--- src/rtl/button_conditioner.sv ---
// Alarm-clock input front end: synchronises and debounces the raw push-buttons and
// slide switches, and turns button presses into one-cycle pulses with up/down hold-to-repeat.
module button_conditioner #(
    parameter int DEBOUNCE_CYCLES     = 1000000,
    parameter int REPEAT_DELAY_CYCLES = 25000000,
    parameter int REPEAT_RATE_CYCLES  = 10000000
) (
    input  logic       clk_clk,
    input  logic       reset_reset_n,
    input  logic [2:0] key_n_i,
    input  logic [1:0] sw_i,
    output logic [2:0] btn_level_o,
    output logic [2:0] btn_pulse_o,
    output logic [1:0] sw_o
);

    localparam int NCH     = 5;
    localparam int DB_W    = $clog2(DEBOUNCE_CYCLES);
    localparam int RPT_MAX = (REPEAT_DELAY_CYCLES > REPEAT_RATE_CYCLES) ? REPEAT_DELAY_CYCLES
                                                                        : REPEAT_RATE_CYCLES;
    localparam int TMR_W   = $clog2(RPT_MAX);

    localparam logic [DB_W-1:0]  DB_LAST    = DB_W'(DEBOUNCE_CYCLES - 1);
    localparam logic [TMR_W-1:0] DELAY_LAST = TMR_W'(REPEAT_DELAY_CYCLES - 1);
    localparam logic [TMR_W-1:0] RATE_LAST  = TMR_W'(REPEAT_RATE_CYCLES - 1);
    // Raw order {sw[1:0], key_n[2:0]}; synchronisers idle at the released level.
    localparam logic [NCH-1:0]   SYNC_IDLE  = 5'b00111;

    typedef enum logic [1:0] {
        RPT_IDLE,
        RPT_DELAY,
        RPT_REPEAT,
        RPT_LOCK
    } rpt_state_e;

    logic [NCH-1:0]  sync_meta;
    logic [NCH-1:0]  sync_q;
    logic [NCH-1:0]  sample;
    logic [NCH-1:0]  stable;
    logic [DB_W-1:0] db_cnt [NCH];
    logic [2:0]      btn_prev;
    logic [2:0]      rise;
    logic            both_held;

    rpt_state_e       state      [2];
    rpt_state_e       state_next [2];
    logic [TMR_W-1:0] timer      [2];
    logic [TMR_W-1:0] timer_next [2];
    logic [1:0]       rpt_pulse;

    // NOTE: every flop below uses non-blocking assignment so all registers update together.
    always_ff @(posedge clk_clk or negedge reset_reset_n) begin
        if (!reset_reset_n) begin
            sync_meta <= SYNC_IDLE;
            sync_q    <= SYNC_IDLE;
        end else begin
            sync_meta <= {sw_i, key_n_i};
            sync_q    <= sync_meta;
        end
    end

    assign sample = {sync_q[4:3], ~sync_q[2:0]};

    // NOTE: the counter array is a handful of flops, not a RAM, so it is reset like any register.
    always_ff @(posedge clk_clk or negedge reset_reset_n) begin
        if (!reset_reset_n) begin
            stable <= '0;
            for (int i = 0; i < NCH; i++) db_cnt[i] <= '0;
        end else begin
            for (int i = 0; i < NCH; i++) begin
                if (sample[i] == stable[i]) begin
                    db_cnt[i] <= '0;
                end else if (db_cnt[i] == DB_LAST) begin
                    stable[i] <= sample[i];
                    db_cnt[i] <= '0;
                end else begin
                    db_cnt[i] <= db_cnt[i] + DB_W'(1);
                end
            end
        end
    end

    assign btn_level_o = stable[2:0];
    assign sw_o        = stable[4:3];
    assign rise        = stable[2:0] & ~btn_prev;
    assign both_held   = stable[1] & stable[2];

    always_ff @(posedge clk_clk or negedge reset_reset_n) begin
        if (!reset_reset_n) begin
            btn_prev    <= '0;
            btn_pulse_o <= '0;
            for (int i = 0; i < 2; i++) begin
                state[i] <= RPT_IDLE;
                timer[i] <= '0;
            end
        end else begin
            btn_prev    <= stable[2:0];
            btn_pulse_o <= {rpt_pulse, rise[0]};
            for (int i = 0; i < 2; i++) begin
                state[i] <= state_next[i];
                timer[i] <= timer_next[i];
            end
        end
    end

    // Index i drives button i+1 (0 = up, 1 = down); holding both locks out pulses.
    // NOTE: defaults are assigned first so no path through this block infers a latch.
    always_comb begin
        for (int i = 0; i < 2; i++) begin
            state_next[i] = state[i];
            timer_next[i] = timer[i];
            rpt_pulse[i]  = 1'b0;
            if (both_held) begin
                state_next[i] = RPT_LOCK;
                timer_next[i] = '0;
            end else begin
                case (state[i])
                    RPT_IDLE: begin
                        if (rise[i+1]) begin
                            rpt_pulse[i]  = 1'b1;
                            timer_next[i] = '0;
                            state_next[i] = RPT_DELAY;
                        end
                    end
                    RPT_DELAY: begin
                        if (!stable[i+1]) begin
                            state_next[i] = RPT_IDLE;
                            timer_next[i] = '0;
                        end else if (timer[i] == DELAY_LAST) begin
                            rpt_pulse[i]  = 1'b1;
                            timer_next[i] = '0;
                            state_next[i] = RPT_REPEAT;
                        end else begin
                            timer_next[i] = timer[i] + TMR_W'(1);
                        end
                    end
                    RPT_REPEAT: begin
                        if (!stable[i+1]) begin
                            state_next[i] = RPT_IDLE;
                            timer_next[i] = '0;
                        end else if (timer[i] == RATE_LAST) begin
                            rpt_pulse[i]  = 1'b1;
                            timer_next[i] = '0;
                        end else begin
                            timer_next[i] = timer[i] + TMR_W'(1);
                        end
                    end
                    RPT_LOCK: begin
                        if (!stable[i+1]) begin
                            state_next[i] = RPT_IDLE;
                            timer_next[i] = '0;
                        end
                    end
                    default: begin
                        state_next[i] = RPT_IDLE;
                        timer_next[i] = '0;
                    end
                endcase
            end
        end
    end

endmodule

--- config.mk ---
export PLATFORM = sky130hd
export DESIGN_NAME = button_conditioner
export DESIGN_NICKNAME = d
export VERILOG_FILES = /design/src/rtl/button_conditioner.sv
export SDC_FILE = /design/constraint.sdc
export NUM_CORES = 1
export LEC_CHECK = 0
export ABC_AREA = 1
export BUFFER_PORTS_ARGS = -buffer_cell sky130_fd_sc_hd__buf_4
export CAP_MARGIN = 20
export CORE_MARGIN = 5
export CORE_UTILIZATION = 53
export CTS_CLUSTER_DIAMETER = 100
export CTS_CLUSTER_SIZE = 28
export DETAILED_ROUTE_END_ITERATION = 12
export GPL_TIMING_DRIVEN = 0
export PLACE_DENSITY_LB_ADDON = 0.08
export SLEW_MARGIN = 20
export SYNTH_ARGS = -nofsm -noshare
export SYNTH_HDL_FRONTEND = slang
export SYNTH_SLANG_ARGS = --single-unit
export TNS_END_PERCENT = 5
--- constraint.sdc ---
create_clock -name clk_clk -period 1.7 [get_ports clk_clk]
set_input_delay 0.255 -clock clk_clk [delete_from_list [all_inputs] [get_ports clk_clk]]
set_output_delay 0.255 -clock clk_clk [all_outputs]
set_load 0.05 [all_outputs]
==> impl_metrics.toml <==
[die]
row_count = 48
die_width_um = 144
initial_core_util_pct = 54.3
coreArea_um2 = 17400
die_area_um2 = 20600
ios = 15
die_y_um = 144

[setup_path]
slowest_delay_ns = 0.37
reg2reg_slack_ns = -0.15
path_max_fanout = 5
crit_path_top_delay_cell = "dfrtp_1"
r2r-start = "timer[25]"
end_kind = "register"
reg2reg_depth = 11
r2r-end = "timer[41]"
required_ns = 2.01
cp-start-kind = "register"
cp_cell_sequence = "ha_2 -> nand2_4 -> inv_4 -> nand2_4 -> nor2_4 -> nand4_1 -> nand2_2 -> nand2_4 -> a21oi_4 -> buf_6 -> nor2_1"
crit_path_frequent_cell = "nand2_4"
critical_path_class = "reg2reg"
worstPathArrival_ns = 2.16

[clock_network]
clk_latency_ns = 0.43
cts.clk_slew.worst_paths_ns = 0.07
cts_buffer_depth = 2
ctsRootBufferMaster = "clkbuf_16"
h-tree-depth = 4
cts_tree = "done"
clock-sinks = 175
cts_made_buffers = 17

[synthesis]
syn_avg_cell_area_um2 = 7.80
synthFlopType = "dfrtp_1"
synth_edf_count = 0
yosysUniqueCellTypes = 43
synth.yosys.warnings = 0
synth.most_common_cell = "nand2_1"
syn_inst = 1211
ys_seq_area_share_pct = 46.4
synth_top_cell_area_share_pct = 44.8
synth-seq-cells = 175
synth.area.top_cells = "dfrtp_1 (45%), nand2_1 (9.8%), nor2_1 (8.5%)"
synthTopCellsByCount = "nand2_1 (247), nor2_1 (213), dfrtp_1 (169), inv_1 (164), nand3_1 (79)"
synthesis.area_um2 = 9450
synth-async-reset-ratio_pct = 100
synth_nets = 1235
synth_top_cell_by_area = "dfrtp_1"

[route]
avgViaCountPerCell = 5.16
drc = 0
dr.pass1.iters = 5
wl_per_cell_um = 13.1
postRouteAntennaNets = 0
via_count = 7870
drtIter0Drc = 479
route.final.wire_length_um = 19900

[grt]
grt_util_all_layers_pct = 20.0
first_global_vias = 7470
antenna_found_initial = 0
grt_overflow = 0
grt_first_pass_wirelength_um = 34200
grt_start_max_net_pins = 100

[min_path]
min_from = "sync_meta[4]"
hold_path.class = "reg2reg"
worstHoldPathCells = 0
hold_path_end = "sync_q[4]"

[job]
maxCapViolCount = 0

[sta]
skew_ns = 0.00894
rsz0062_at_grt = "yes"
fin_crit_ns = 1.85
period_share_pct = 109
slew_violations = 0
finalWorstSetupSlack_ns = -0.150
fin_tns_setup_ns = -3.19
tightest_slew_ns = 0.600
maxSlewHeadroom_pct = 60.0
finalHoldViolCount = 0
setup_viol = 38
fmax_mhz = 541

[cells_and_area]
area.growth.synth_to_final_pct = 19.3
drive_gt1_share_pct = 16.8
fill_cells = 1501
layout.nets = 1310
antenna_cells = 0
final_util_pct = 64.7

[power_and_ir_drop]
p_per_area_nw_per_um2 = 740
ir_drop_mv = 0.756
leakage_nw = 5.08

[place]
gp_congestion = 0.903
preCtsSetupSlack_ns = -0.301
port-buffer-count = 14
hpwl_um = 13500

[outcome]
status = "finished, violations left"
violations = "negative setup slack"
-- cells in the final DEF (no fill, tap or decap), drive strengths merged --
cell type    synthesis  routed
o31ai                2       2
ha                  17      17
nor3b                4       4
o211ai               2       2
nand4               37      37
xor2                52      52
nor3                59      59
xnor2               15      15
or2                  2       2
nor4                 8       8
a31oi                1       1
a31o                 1       1
clkbuf               3      25
o21a                 1       1
a221oi               1       1
dfrtp              169     169
clkinvlp             0       3
nand3b               4       4
nor2               219     219
nand3               85      85
bufinv               0       2
clkinv               0       3
dlygate4sd3          0       6
mux2                 2       2
buf                  8      57
o21ai               45      45
a21oi               31      31
dfstp                6       6
o22ai               11      11
o21bai               2       2
nand2              254     254
and3                 2       2
inv                165     168
and2                 2       2
mux2i                1       1
-- worst max-delay path, delay by kind of cell, from the launching register on --
family                   cells  cell delay [ns]
adder cells (fa/ha/maj)      1             0.22
flip-flops                   1             0.37
buffers and inverters        2             0.23
AND/OR/NAND/NOR              7             0.63
AO/OA/AOI/OAI                1             0.28
-- metrics by stage --
step | instance area [µm²] | hold slack [ns] | power, mW | std cells
floorplan | 9450 | -0.0406 | 4.40 | 1211
global placement | 9840 | 0.334 | 4.52 | 1450
detailed placement | 9870 | 0.278 | 4.54 | 1451
CTS | 10900 | 0.347 | 8.45 | 1509
global route | 11300 | 0.359 | 8.66 | 1524
finish | 11300 | 0.345 | 8.35 | 1524
-- how the worst max path moves through the flow --
| stage | from | to | slack (ns) | cells past startpoint |
|---|---|---|---|---|
| global route | timer[26] | timer[36] | -0.26 | 11 |
| CTS | timer[25] | timer[41] | -0.14 | 11 |
| detailed placement | timer[25] | timer[43] | -0.30 | 11 |
| finish | timer[25] | timer[41] | -0.15 | 11 |
| floorplan | stable[2] | timer[47] | 0.005 | 9 |
| global placement | reset_reset_n | stable[1] | -0.90 | 1 |
-- layout make-up --
class / count / area (µm²) / share of cell area, %
well taps: 225 / 282 / 2.50
multi-input cells: 860 / 4800 / 42.6
clock inverters: 11 / 131 / 1.17
clock buffers: 21 / 450 / 3.99
flip-flops and latches: 175 / 4390 / 39.0
repair buffers: 56 / 500 / 4.44
inverters: 165 / 632 / 5.60
plain buffers: 11 / 85.1 / 0.755
-- power by group --
| part | total (mW) | internal, mW | leakage (nW) | switching [mW] |
|---|---|---|---|---|
| sequential | 4.24 | 4.21 | 2.40 | 0.0333 |
| clock | 3.86 | 2.22 | 0.275 | 1.64 |
| combinational | 0.238 | 0.0763 | 2.41 | 0.162 |
-- sequential cells by signal (all words and copies together) (netlist names) --
signal	flops
state	4
stable	5
btn_pulse_o	3
sync_q	5
sync_meta	5
db_cnt	100
timer	50
btn_prev	3
-- layer usage --
layer	track usage, %	share of wire (%)
met1	28.0	48
met2	32.2	48
met3	3.83	3.3
met4	5.10	1.2
met5	0	0
-- cells by family (layout without fill, tap and decap cells) --
kind of cell | Yosys count | in the layout | share of synthesized area (%)
compound gates | 97 | 97 | 5.72
xor+xnor | 67 | 67 | 6.21
fa+ha+maj | 17 | 17 | 2.25
buf+inv | 176 | 264 | 7.28
flops | 175 | 175 | 46.4
mux | 3 | 3 | 0.344
simple gates | 676 | 676 | 31.8
-- timing repair --
action | in CTS | in global routing
pin swaps | 18 | 27
gates cloned | 1 | 0
hold endpoints to repair | 81 | 0
hold buffers | 6 | 0
setup endpoints to repair | 103 | 114
gates resized for setup | 60 | 87
buffers inserted | 19 | 16
Power figures use the tool's default switching activity.
